## config.mk

```make
export PLATFORM = sky130hd
export DESIGN_NAME = recompositor_7bit
export DESIGN_NICKNAME = d
export VERILOG_FILES = /design/src/rtl/recompositor_7bit.sv
export SDC_FILE = /design/constraint.sdc
export NUM_CORES = 1
export LEC_CHECK = 0
export ABC_CLOCK_PERIOD_IN_PS = 3700
export CORE_MARGIN = 3
export CORE_UTILIZATION = 50
export DETAILED_ROUTE_END_ITERATION = 6
export HOLD_SLACK_MARGIN = 0.02
export MAX_ROUTING_LAYER = met4
export PLACE_DENSITY = 0.74
export SLEW_MARGIN = 10
export SYNTH_ARGS = -nofsm -noshare
export SYNTH_HDL_FRONTEND = slang
export SYNTH_SLANG_ARGS = --single-unit
```

## constraint.sdc

```tcl
create_clock -name clk -period 3.7 [get_ports clk]
set_clock_uncertainty 0.1 [all_clocks]
set_input_delay 0.74 -clock clk [delete_from_list [all_inputs] [get_ports clk]]
set_output_delay 0.74 -clock clk [all_outputs]
set_load 0.005 [all_outputs]
```

## src/rtl/recompositor_7bit.sv

```systemverilog
// Shift-and-add recomposer: rebuilds P = Q*B + R one multiplier bit per clock
// and flags whether the result equals the expected dividend A_ref.
//
// state | meaning
// ------+-------------------------------------------------------------
// IDLE  | waiting for start; done/P/match hold the last result
// RUN   | one shift-and-add iteration per edge, WIDTH iterations total
module recompositor_7bit #(
   parameter int WIDTH = 7
) (
   input  logic                 clk,
   input  logic                 rst,
   input  logic                 start,
   input  logic [WIDTH-1:0]     Q,
   input  logic [WIDTH-1:0]     B,
   input  logic [WIDTH-1:0]     R,
   input  logic [WIDTH-1:0]     A_ref,
   output logic [2*WIDTH-1:0]   P,
   output logic                 match,
   output logic                 busy,
   output logic                 done
);

   localparam int CW = $clog2(WIDTH + 1);

   typedef enum logic {IDLE, RUN} state_t;

   state_t               state_q, state_d;
   logic [2*WIDTH-1:0]   acc_q, acc_d;
   logic [2*WIDTH-1:0]   mcand_q, mcand_d;
   logic [WIDTH-1:0]     mult_q, mult_d;
   logic [CW-1:0]        cnt_q, cnt_d;
   logic [WIDTH-1:0]     aref_q, aref_d;
   logic [2*WIDTH-1:0]   p_q, p_d;
   logic                 match_q, match_d;
   logic                 busy_q, busy_d;
   logic                 done_q, done_d;
   logic [2*WIDTH-1:0]   acc_sum;

   // Next-state and datapath: load operands in IDLE, shift-and-add in RUN.
   always_comb begin
      state_d = state_q;
      acc_d   = acc_q;
      mcand_d = mcand_q;
      mult_d  = mult_q;
      cnt_d   = cnt_q;
      aref_d  = aref_q;
      p_d     = p_q;
      match_d = match_q;
      busy_d  = busy_q;
      done_d  = done_q;
      acc_sum = acc_q + (mult_q[0] ? mcand_q : '0);

      case (state_q)
         IDLE: begin
            if (start) begin
               acc_d   = {{WIDTH{1'b0}}, R};
               mcand_d = {{WIDTH{1'b0}}, B};
               mult_d  = Q;
               cnt_d   = CW'(WIDTH);
               aref_d  = A_ref;
               busy_d  = 1'b1;
               done_d  = 1'b0;
               match_d = 1'b0;
               state_d = RUN;
            end
         end
         RUN: begin
            acc_d   = acc_sum;
            mcand_d = mcand_q << 1;
            mult_d  = mult_q >> 1;
            cnt_d   = cnt_q - CW'(1);
            if (cnt_q == CW'(1)) begin
               p_d     = acc_sum;
               match_d = (acc_sum == {{WIDTH{1'b0}}, aref_q});
               busy_d  = 1'b0;
               done_d  = 1'b1;
               state_d = IDLE;
            end
         end
         default: state_d = IDLE;
      endcase
   end

   // State and output registers; reset aborts any operation in flight.
   always_ff @(posedge clk or posedge rst) begin
      if (rst) begin
         state_q <= IDLE;
         acc_q   <= '0;
         mcand_q <= '0;
         mult_q  <= '0;
         cnt_q   <= '0;
         aref_q  <= '0;
         p_q     <= '0;
         match_q <= 1'b0;
         busy_q  <= 1'b0;
         done_q  <= 1'b0;
      end else begin
         state_q <= state_d;
         acc_q   <= acc_d;
         mcand_q <= mcand_d;
         mult_q  <= mult_d;
         cnt_q   <= cnt_d;
         aref_q  <= aref_d;
         p_q     <= p_d;
         match_q <= match_d;
         busy_q  <= busy_d;
         done_q  <= done_d;
      end
   end

   assign P     = p_q;
   assign match = match_q;
   assign busy  = busy_q;
   assign done  = done_q;

endmodule

```

==> flow_metrics.tcl <==
set metrics [dict create \
    post_cts_hold_buffer_count 0 \
    synthMostInstantiatedCell "sky130_fd_sc_hd__dfrtp_1" \
    timing.setup.tns_ns 0 \
    die_x_um 90.1 \
    ys_dominant_reg_cell "sky130_fd_sc_hd__dfrtp_1" \
    cp_data_arrival_time_ns 3.68 \
    synth-async-reset-ratio_pct 100 \
    synth.area.mux_share_pct 11.6 \
    mean_number_of_vias_per_cell 5.32 \
    yosysTopAreaCellShare_pct 44.5 \
    crit_path_start_kind "register" \
    synth.distinct_cells 53 \
    setup_viol 0 \
    timing_worst_setup_path_type "register to register" \
    core.rowCount 30 \
    fin_worst_hold_slack_ns 0.381 \
    finalWirelength_mm 7.18 \
    grt_setup_unrepaired "no" \
    clkTransAtPathRegs_ns 0.07 \
    area_of_the_die_sq_um 8130 \
    htreeDepth 3 \
    ctsResizeCount 0 \
    core_region_area_sq_um 6830 \
    power.density_cell_area_nw_per_um2 733 \
    grt_max_degree 75 \
    grt_pass1_wl_mm 12.7 \
    slew_headroom_pct 43.6 \
    top_level_ports 48 \
    critical_path.endpoint_type "register" \
    vias_in_the_first_global_route 2701 \
    drive_above_1_share_pct 12.2 \
    synth_seq_cells 63 \
    antenna_cells_inserted 0 \
    nNetsFinal 434 \
    synth-edff-count 0 \
    p_leak_nw 2.00 \
    final.period_utilization_pct 95.5 \
    clock_insertion_delay_at_the_later_pin_of_the_skew_report_ns 0.33 \
    cts.path.max_buffers 2 \
    numCtsBuffers 9 \
    clock_sink_count 63 \
    first_pass_iters 4 \
    syn_avg_cell_area_sq_um 10.3 \
    crit_required_ns 3.85 \
    gr-total-overflow 0 \
    synth_top_family_by_area "compound AO/OA/AOI/OAI gates" \
    total_area_of_multi_input_combinational_cells_sq_um 1850 \
    tritoncts "done" \
    synth_largest_area_cell "sky130_fd_sc_hd__dfrtp_1" \
    drv_slew 0 \
    seq_area_frac_synth_pct 44.5 \
    post-cts-setup-buffers 0 \
    cts-root-buf "sky130_fd_sc_hd__clkbuf_8" \
    layout.area.seq_sq_um 1580 \
    ir_worst_vdd_mv 0.420 \
    yosysWarnings 0 \
    maxCapViolations 0 \
    dieHeight_um 90.1 \
    vias 2595 \
    final-hold-violation-count 0 \
    timing.hold.worst.class "register to register" \
    achievable-frequency_ghz 0.283 \
    postSynthCellCount 344 \
    worst_reg2reg_startpoint "mcand_q[0]" \
    timing.critical_path.from "mcand_q[0]" \
    yosys-top-cells-count "sky130_fd_sc_hd__dfrtp_1 (63), sky130_fd_sc_hd__nand2_1 (38), sky130_fd_sc_hd__o21ai_0 (36)" \
    final.min_clock_period_ns 3.53 \
    worst_pin_slew_ns 0.845 \
    run_status "completed" \
    finalPower_mw 3.18 \
    syn_nets 391 \
    gpl.final_weighted_congestion 0.826 \
    yosys.area_share.xor_xnor_pct 6.22 \
    route.antenna.remaining_nets 0 \
    port_buffers 47 \
    floorplan.initialDensity_pct 51.8 \
    synth_area_leaders "sky130_fd_sc_hd__dfrtp_1 (45%), sky130_fd_sc_hd__mux2i_1 (6.2%), sky130_fd_sc_hd__ha_1 (5.3%)" \
    avgRoutedWirePerCell_um 14.7 \
    area_growth_syn_to_layout_pct 22.5 \
    post-route-drc-count 0 \
    post_synth_fa_ha_maj_area_fraction_pct 5.87 \
    simple_gate_portion_of_the_synthesized_area_pct 13.9 \
    globalRouteTotalUtil_pct 19.7 \
    hpwl_mm 5.10 \
    initial_antenna_violation_count 0 \
    syn_area_sq_um 3540 \
    layout.filler_cells 583 \
    timing.critical_path.fanout_max 6 \
    min_from "mult_q[5]" \
    synth-compound-area-share_pct 14.6 \
    drt_iter0_drc 99 \
]
## state kept, by name (all words and copies together) (netlist names)
name	flops
P	14
mult_q	7
aref_q	7
busy	1
mcand_q	14
cnt_q	3
state_q	1
done	1
match	1
acc_q	14
## worst max-delay path: stages, from the launching register on
cell and delay (ns):
sky130_fd_sc_hd__dfrtp_1 0.40, sky130_fd_sc_hd__and2_1 0.17, sky130_fd_sc_hd__ha_1 0.20, sky130_fd_sc_hd__fa_1 0.45, sky130_fd_sc_hd__a211oi_1 0.31, sky130_fd_sc_hd__nor2_2 0.12, sky130_fd_sc_hd__nor2_1 0.34, sky130_fd_sc_hd__xor2_4 0.10
sky130_fd_sc_hd__or4_1 0.53, sky130_fd_sc_hd__or4b_1 0.50, sky130_fd_sc_hd__o31ai_2 0.23
## worst paths after layout
kind	slack, ns	depth (start not counted)	to
max	0.17	10	match
max reg2reg	0.17	10	match
min reg2reg	0.38	2	mult_q[4]
min	0.38	2	mult_q[4]
min in group asynchronous	0.69	3	aref_q[0]
max in group asynchronous	2.53	3	state_q
## cells by family after synthesis
| kind of cell | Yosys count |
|---|---|
| simple gates | 97 |
| compound gates | 81 |
| flops | 63 |
| mux | 39 |
| buf+inv | 28 |
| xor+xnor | 20 |
| fa+ha+maj | 16 |
## cell usage in the layout (no fill, tap or decap), types with 3 or more instances in the layout
| cell | n |
|---|---|
| sky130_fd_sc_hd__xnor2_1 | 12 |
| sky130_fd_sc_hd__nor2_1 | 7 |
| sky130_fd_sc_hd__mux2i_1 | 22 |
| sky130_fd_sc_hd__clkdlybuf4s50_1 | 46 |
| sky130_fd_sc_hd__nor3_1 | 7 |
| sky130_fd_sc_hd__buf_4 | 4 |
| sky130_fd_sc_hd__clkbuf_8 | 13 |
| sky130_fd_sc_hd__dfrtp_1 | 62 |
| sky130_fd_sc_hd__a21oi_1 | 12 |
| sky130_fd_sc_hd__ha_1 | 15 |
| sky130_fd_sc_hd__nand2_1 | 38 |
| sky130_fd_sc_hd__nand3_1 | 3 |
| sky130_fd_sc_hd__inv_1 | 7 |
| sky130_fd_sc_hd__a211oi_1 | 3 |
| sky130_fd_sc_hd__a21o_1 | 7 |
| sky130_fd_sc_hd__o31ai_1 | 3 |
| sky130_fd_sc_hd__mux2_2 | 16 |
| sky130_fd_sc_hd__and2_1 | 13 |
| sky130_fd_sc_hd__nand2b_1 | 12 |
| sky130_fd_sc_hd__o21a_1 | 5 |
| sky130_fd_sc_hd__xor2_1 | 5 |
| sky130_fd_sc_hd__o21ai_0 | 36 |
## metrics by stage
step	utilization (%)	cell area (sq um)	setup WS [ns]	std cells
floorplan	-	3540	0.248	344
global placement	59.9	4090	0.303	472
detailed placement	59.9	4090	0.185	472
CTS	63.5	4340	0.153	488
global route	63.5	4340	0.00162	488
finish	63.5	4340	0.166	488
## layer usage
| metal | wire [um] | GRT usage [%] |
|---|---|---|
| met5 | 0 | - |
| met4 | 142 | 6.51 |
| met3 | 244 | 5.10 |
| met2 | 3530 | 32.0 |
| met1 | 3260 | 24.1 |
## final cells by class
type | count | area share, %
Clock buffer | 14 | 4.21
Clock inverter | 2 | 1.39
Inverter | 8 | 0.693
Multi-Input combinational cell | 253 | 42.7
Sequential cell | 63 | 36.4
Tap cell | 96 | 2.77
Timing Repair Buffer | 52 | 11.9
## where the power goes
part	internal, mW	total [mW]	leakage [nW]	switching [mW]
clock network	0.454	0.710	0.123	0.256
logic	0.669	1.31	1.07	0.641
registers	0.970	1.16	0.801	0.189
(Power assumes the default switching activity.)
